### src/rtl/seq_check_pkg.sv
// seq_check_pkg: shared state encoding, default pattern and count-width helper
package seq_check_pkg;
  typedef enum logic [1:0] {IDLE = 2'd0, SHIFT = 2'd1, REPORT = 2'd2} state_t;
  localparam logic [3:0] PAT_DEFAULT = 4'b1011;
  function automatic int cnt_width(input int word_w);
    return $clog2(word_w + 1);
  endfunction
endpackage

### src/rtl/seq_match_core.sv
// seq_match_core: overlapping serial pattern matcher with history and fill tracking
module seq_match_core #(
  parameter int PAT_W = 4
) (
  input  logic             clk,
  input  logic             rst,
  input  logic             clr,
  input  logic             bit_vld,
  input  logic             bit_in,
  input  logic [PAT_W-1:0] pattern,
  output logic             match
);
  localparam int FW = $clog2(PAT_W + 1);
  logic [PAT_W-2:0] hist;
  logic [FW-1:0]    fill;
  logic [PAT_W-1:0] window;
  assign window = {hist, bit_in};
  assign match  = bit_vld && fill >= FW'(PAT_W - 1) && window == pattern;
  // only the previous PAT_W-1 bits are kept; the window is completed by the live bit
  always_ff @(posedge clk or posedge rst) begin
    if (rst) begin
      hist <= '0;
      fill <= '0;
    end else if (clr) begin
      hist <= '0;
      fill <= '0;
    end else if (bit_vld) begin
      hist <= window[PAT_W-2:0];
      fill <= fill == FW'(PAT_W) ? fill : fill + 1'b1;
    end
  end
endmodule

### src/rtl/seq_scan_ctrl.sv
// seq_scan_ctrl: accepts words, scans them MSB-first through the matcher, reports match counts
module seq_scan_ctrl
  import seq_check_pkg::*;
#(
  parameter int               WORD_W  = 16,
  parameter int               PAT_W   = 4,
  parameter logic [PAT_W-1:0] PAT_RST = PAT_W'(PAT_DEFAULT),
  localparam int              CNT_W   = cnt_width(WORD_W)
) (
  input  logic              clk,
  input  logic              rst,
  input  logic              cfg_we,
  input  logic [PAT_W-1:0]  cfg_pat,
  input  logic              cfg_keep,
  input  logic              in_valid,
  output logic              in_ready,
  input  logic [WORD_W-1:0] in_data,
  output logic              out_valid,
  input  logic              out_ready,
  output logic [CNT_W-1:0]  out_count,
  output logic              busy,
  output logic              ser_bit,
  output logic              match
);
  localparam int IW = $clog2(WORD_W);
  state_t            state;
  logic [WORD_W-1:0] word;
  logic [IW-1:0]     bit_idx;
  logic [CNT_W-1:0]  cnt;
  logic [PAT_W-1:0]  pattern;
  logic              cur_bit;
  logic              hit;
  logic              clr;
  assign cur_bit  = word[bit_idx];
  assign clr      = state == IDLE && in_valid && !cfg_keep;
  assign in_ready = state == IDLE;
  assign busy     = state != IDLE;
  seq_match_core #(.PAT_W(PAT_W)) u_core (
    .clk     (clk),
    .rst     (rst),
    .clr     (clr),
    .bit_vld (state == SHIFT),
    .bit_in  (cur_bit),
    .pattern (pattern),
    .match   (hit)
  );
  // word sequencing: accept in IDLE, one bit per edge in SHIFT, hold result in REPORT
  always_ff @(posedge clk or posedge rst) begin
    if (rst) begin
      state     <= IDLE;
      word      <= '0;
      bit_idx   <= '0;
      cnt       <= '0;
      pattern   <= PAT_RST;
      out_valid <= 1'b0;
      out_count <= '0;
      ser_bit   <= 1'b0;
      match     <= 1'b0;
    end else begin
      match <= 1'b0;
      case (state)
        IDLE: begin
          if (cfg_we) pattern <= cfg_pat;
          if (in_valid) begin
            word    <= in_data;
            bit_idx <= IW'(WORD_W - 1);
            cnt     <= '0;
            state   <= SHIFT;
          end
        end
        SHIFT: begin
          ser_bit <= cur_bit;
          match   <= hit;
          cnt     <= cnt + CNT_W'(hit);
          if (bit_idx == '0) begin
            out_count <= cnt + CNT_W'(hit);
            out_valid <= 1'b1;
            state     <= REPORT;
          end else begin
            bit_idx <= bit_idx - 1'b1;
          end
        end
        REPORT: begin
          if (out_ready) begin
            out_valid <= 1'b0;
            state     <= IDLE;
          end
        end
        default: state <= IDLE;
      endcase
    end
  end
endmodule
### config.mk
export PLATFORM = sky130hd
export DESIGN_NAME = seq_scan_ctrl
export DESIGN_NICKNAME = d
export VERILOG_FILES = /design/src/rtl/seq_check_pkg.sv /design/src/rtl/seq_match_core.sv /design/src/rtl/seq_scan_ctrl.sv
export SDC_FILE = /design/constraint.sdc
export NUM_CORES = 1
export LEC_CHECK = 0
export CAP_MARGIN = 5
export CORE_UTILIZATION = 25
export CTS_CLUSTER_DIAMETER = 120
export DETAILED_ROUTE_END_ITERATION = 12
export PLACE_DENSITY = 0.55
export SETUP_SLACK_MARGIN = 0.1
export SYNTH_ARGS = -nofsm -noshare
export SYNTH_HDL_FRONTEND = slang
export SYNTH_SLANG_ARGS = --single-unit
### constraint.sdc
create_clock -name clk -period 3.7 [get_ports clk]
set_input_delay 0.555 -clock clk [delete_from_list [all_inputs] [get_ports clk]]
set_output_delay 0.555 -clock clk [all_outputs]
set_load 0.02 [all_outputs]
* After elaboration in Yosys (flattened, before gate mapping)
Cells that the tools add are included.
** Cells by class
- $mul :: 0
- Order comparisons :: 2
- Equality and inequality tests :: 9
- Add/sub/neg operators :: 3
- Divide/modulo/power cells :: 0
- Shifts and indexed selects :: 0
- Bitwise operators :: 0
- Reduce and logical (&&, ||, !) cells :: 19
- Muxes and demuxes :: 20
** Operators by type and width (number)
- $mux W3 :: 5
- $ne A2 B2 Y1 const B :: 5
- $pmux W5 S2 :: 1
- $reduce_and A2 Y1 :: 5
- $reduce_and A3 Y1 :: 3
- $mux W4 :: 2
- $pmux W4 S2 :: 1
- $reduce_bool A2 Y1 :: 4
- $mux W2 :: 3
- $pmux W2 S3 :: 1
- $add A5 B1 Y5 :: 1
- $lt A4 B5 Y1 const B :: 1
- $mux W5 :: 1
- $bmux W1 S4 :: 1
- $eq A4 B4 Y1 :: 1
- $logic_and A1 B1 Y1 :: 4
- $logic_not A4 Y1 :: 1
- $mux W1 :: 4
- $sub A4 B1 Y4 const B :: 1
- $add A3 B1 Y3 const B :: 1
- $eq A3 B3 Y1 const B :: 1
- $ge A3 B2 Y1 const B :: 1
- $eq A2 B1 Y1 const B :: 1
- $eq A2 B2 Y1 const B :: 1
- 3 further kinds :: 3
** Word-level totals
- Register bits :: 45
- Logic and storage cells :: 64
- Bits in latches :: 0
- Bits of input ports :: 26
- Memories kept :: 0
- RAM bits :: 0
- Output and inout port bits :: 10
- Bits in read-only memories :: 0

* Depth between registers and ports, before layout
- Depth in word-level cells :: 6
- Mapped depth :: 10

* Cells and area by module
From an unflattened synthesis, not the netlist that was laid out.
** Second synthesis, totals
- Cell total of the unflattened synthesis :: 178
- Area, all modules :: 2167.1 um2
** Modules (own cells, without submodules)
- seq_scan_ctrl :: times used 1, area an instance 1791.7 um2, cells an instance 142
- seq_match_core :: times used 1, area an instance 375.4 um2, cells an instance 36

* Least setup slack after synthesis
OpenSTA, ideal clock, no wires.
- Kind :: register -> register
- Start point :: register bit_idx[0]
- End point :: register out_count[4]
- Stages on the path, launching flop included :: 11
- Buffers on the path :: 1
- Slack :: 1079 ps
- Data arrival time :: 2491 ps
- Clock period less this slack :: 2621 ps
- Library setup time :: 130 ps
- Required time :: 3570 ps
- Cell sequence :: dfrtp_1 -> buf_6 -> mux4_2 -> mux4_2 -> xor2_1 -> nor4_1 -> ha_1 -> ha_1 -> nand3_1 -> xor2_1 -> o21ai_0
** On the way
- Cells in the longest elaborated chain, start to end :: 5
- Elaborated cells on any way between the ends :: 7
- Classes of those cells :: add/sub (1); eq/ne (1); mux (2); reduce/logical (3)
** RTL lines
- from (decl) :: line seq_scan_ctrl.sv:28 : logic [IW-1:0] bit_idx;
- from (signal assigned) :: line seq_scan_ctrl.sv:66 : bit_idx <= IW'(WORD_W - 1);
- from (signal assigned) :: line seq_scan_ctrl.sv:80 : bit_idx <= bit_idx - 1'b1;
- $bmux W1 S4 :: line seq_scan_ctrl.sv:34 : assign cur_bit = word[bit_idx];
- $mux W1 (implied by the code) :: line seq_scan_ctrl.sv:34
- $eq A4 B4 Y1 :: line seq_match_core.sv:18 : assign match = bit_vld && fill >= FW'(PAT_W - 1) && window == pattern;
- $logic_and A1 B1 Y1 :: line seq_match_core.sv:18
- $add A5 B1 Y5 :: line seq_scan_ctrl.sv:76 : out_count <= cnt + CNT_W'(hit);
- to (signal assigned) :: line seq_scan_ctrl.sv:76
- to (decl) :: line seq_scan_ctrl.sv:20 : output logic [CNT_W-1:0] out_count,
Several ways; a longest one is shown, not always the timed one. The select of a mux whose other input is x is not followed.
A chain may end at the register's enable or synchronous reset.

* Final worst setup path
- Start point :: register bit_idx[0]
- End point :: register cnt[4]
** On the way
- Cells in the longest elaborated chain, start to end :: 6
** RTL lines
- $bmux W1 S4 :: line seq_scan_ctrl.sv:34
- $mux W1 (implied by the code) :: line seq_scan_ctrl.sv:34
- $eq A4 B4 Y1 :: line seq_match_core.sv:18
- $logic_and A1 B1 Y1 :: line seq_match_core.sv:18
- $add A5 B1 Y5 :: line seq_scan_ctrl.sv:74 : cnt <= cnt + CNT_W'(hit);
- $pmux W5 S2 :: line seq_scan_ctrl.sv:61 : case (state)
- to (signal assigned) :: line seq_scan_ctrl.sv:74
- to (decl) :: line seq_scan_ctrl.sv:29 : logic [CNT_W-1:0] cnt;
No other way between the ends. The select of a mux whose other input is x is not followed.

==> run metrics <==
Worst Path Max Fanout=7; vias per cell=4.299; Worst Path Required=3860 ps; H-tree depth=2; full die area=8574 um^2; First-pass DRT Iterations=4; Clock Latency Late Sink=roughly 290 ps; logic gate share of total power=40.1%; DR vias=~1.3k; Tmin final=2904 ps; cells on worst reg2reg path=9; MaxCap Viol Count=0; Post-DP HPWL=2.800 mm; WHS Endpoint=out_count[2]; async set-reset flop share out of synthesis=100.0%; Post-Syn Instances=170; Initial Util=26.15%; Syn Nets=202; FF-to-FF setup slack=between 700 and 800 ps; total grt overflow=0; NetSw=around 0.67 mW; crit start category=flop; Residual DRC=0; top cells by count, synth=dfrtp_1 (42), mux2_2 (22), nand2_1 (15), nor2_1 (12), o21ai_0 (11); worst hold path class=reg -> reg; Global Route met3 Usage=2.874%; Num Clock Sinks=45; gr busiest metal=met2; Finish-stage setup viols=0; first-iteration detailed-routing DRC count=roughly 110; syn_area_per_cell=12.07 um^2; Critical Path AT=approximately 3000 ps; hold depth=2; Routed WL=3.918 mm; WL/cell=12.60 um; sequential share of the synthesized area=55.06%; share of the synthesized area in the top cell type=about half; Hold Slack=482.5 ps; Final period util=78.49%; RR Startpoint=bit_idx[0]; PortBufs=35; met1 usage=roughly 14%; Seq pwr share=44.5%; max-slew violations=0; HP Start=out_count[2]; pwr/cell area=763.0 nW/um^2; Tightest Pin Transition=approximately 700 ps; Yosys top cell by area=dfrtp_1; CTS root buf=clkbuf_8; row count=32; Die H=between 90 and 100 um; wire length of the first global-routing pass=just under 7 mm; Area contributors post-synth=dfrtp_1 (51%), mux2_2 (12%), mux4_2 (5.5%), dfstp_2 (3.8%), ha_1 (3.7%); pin count of the biggest net entering global routing=28; initial antenna violation count=0; Post-synth EDFFs=0; Clk pwr share=15.4%; CTS tree=done; Worst setup EP type=flop; M2 GR Usage=between 10% and 20%; GR Util All Layers=10.40%; gpl congestion=0.7415; Rel. slew slack=54.00%; top_reg_cell synth=dfrtp_1; worst-case clock buffer depth=2; clock-pin slew on the worst setup and hold paths=80 ps; worst flop-to-flop path endpoint=cnt[4]; Total Power=1.988 mW; Sw Ratio=33.48%; CTS Hold Buffers Added=0; Slowest cell on crit path=mux4_2; P_leak=1.091 nW; Layout Nets=240; CORE AREA=7848 um^2; top-count cell post-synth=dfrtp_1; mapped cell area=2052 um^2; Crit Path Category=reg -> reg; RSZ-0062 raised after global routing=no; share of layout cells above drive strength 1=a little under a fifth; layout overhead on the synthesized area=26.95%; vias in the first global route=roughly 1.4k; register bit total from synthesis=45; status=completed; count of unique library cells instantiated by Yosys=31; skew final=8.494 ps; Setup TNS=0 ps; Post-CTS Resized=0; Final Hold Vio Count=0; post-route antenna net violation count=0; total CTS buffers=5; Die X=92.60 um; setup bufs post-CTS=0; CP peak stage delay=550 ps; Worst VDD drop=0.3182 mV; worst-path cell chain=mux4_2 -> mux4_2 -> xor2_1 -> nor4_1 -> ha_1 -> ha_1 -> nand3_1 -> xor2_1 -> o2bb2ai_1; Power Internal=roughly 1.3 mW; Synth Warn #=0; ANT cells=0; I/O Pins=36; max frequency=344.3 MHz
-- power groups by stage --
stage          Clock [mW]  Combinational, mW  Sequential, mW
2_1_floorplan           0              0.609           0.864
6_report            0.306              0.798           0.884
5_1_grt             0.343              0.910           0.924
3_3_place_gp            0              0.797           0.895
4_1_cts             0.320              0.814           0.890
3_5_place_dp            0              0.811           0.900
-- per-layer routing --
layer,wire [um],share of wire (%)
met2,1807,46
met3,179,4.6
met1,1892,48
met4,38,0.97
met5,0,0
-- worst max-delay path: cells and delay by family, from the launching register on --
kind / cells / cell delay (ps)
AO/OA/AOI/OAI: 1 / 100
XOR/XNOR: 2 / 340
AND/OR/NAND/NOR: 2 / 300
adder cells (fa/ha/maj): 2 / 450
multiplexers: 2 / 1060
flip-flops: 1 / 530
-- through the flow --
| step | instance area [um^2] | std cells | worst slack (ps) | utilization (%) |
|---|---|---|---|---|
| after floorplan | 2052 | 170 | 1079 | - |
| after global placement | 2515 | 303 | 876.1 | 32.05 |
| after detailed placement | 2515 | 303 | 764.9 | 32.05 |
| after CTS | 2605 | 311 | 754.3 | 33.20 |
| after global routing | 2605 | 311 | 478.9 | 33.20 |
| final | 2605 | 311 | 795.9 | 33.20 |
-- sequential cells by signal, summed over array words and instances (netlist names) --
| name | count |
|---|---|
| word | 16 |
| bit_idx | 4 |
| match | 1 |
| ser_bit | 1 |
| state | 2 |
| cnt | 5 |
| pattern | 4 |
| out_valid | 1 |
| out_count | 5 |
| u_core.hist | 3 |
| u_core.fill | 3 |
-- how the worst max path moves through the flow --
stage	startpoint	depth (start not counted)	to	slack, ps
after floorplan	bit_idx[0]	10	out_count[4]	1080
after global placement	bit_idx[0]	9	out_count[4]	880
after detailed placement	bit_idx[0]	9	cnt[4]	760
after CTS	bit_idx[0]	9	cnt[4]	750
after global routing	bit_idx[0]	9	out_count[4]	480
final	bit_idx[0]	9	cnt[4]	800
-- area by class of cell --
class                      count  area [um^2]
tap                          102        127.6
inverter                       8        30.03
sequential                    45         1130
clock buffer                   8        90.09
multi-input combinational    111        862.1
timing repair buffer          37        365.4
fill                         821         5243
-- cell usage in the layout, fill, tap and decap left out, types with 2 or more instances in the layout --
master           instances
mux4_2                   5
nor2_1                  12
xor2_1                   3
clkdlybuf4s50_1         35
mux2_2                  22
nand2_1                 15
clkbuf_8                 6
dfstp_2                  3
clkbuf_1                 2
inv_1                    7
a31oi_1                  2
a21oi_1                  5
nor3_1                   2
nand3_1                  6
xnor2_1                  5
buf_4                    2
nor4_1                   2
nand2b_1                 3
dfrtp_1                 42
o21ai_0                 11
ha_1                     6
-- logic make-up after synthesis --
| family | after synthesis | share of synthesized area (%) |
|---|---|---|
| flip-flops | 45 | 55.06 |
| AND/OR/NAND/NOR | 47 | 10.79 |
| multiplexers | 28 | 18.05 |
| buffers and inverters | 14 | 2.927 |
| adder cells (fa/ha/maj) | 6 | 3.658 |
| XOR/XNOR | 8 | 3.415 |
| AO/OA/AOI/OAI | 22 | 6.098 |
(Power assumes the default switching activity.)
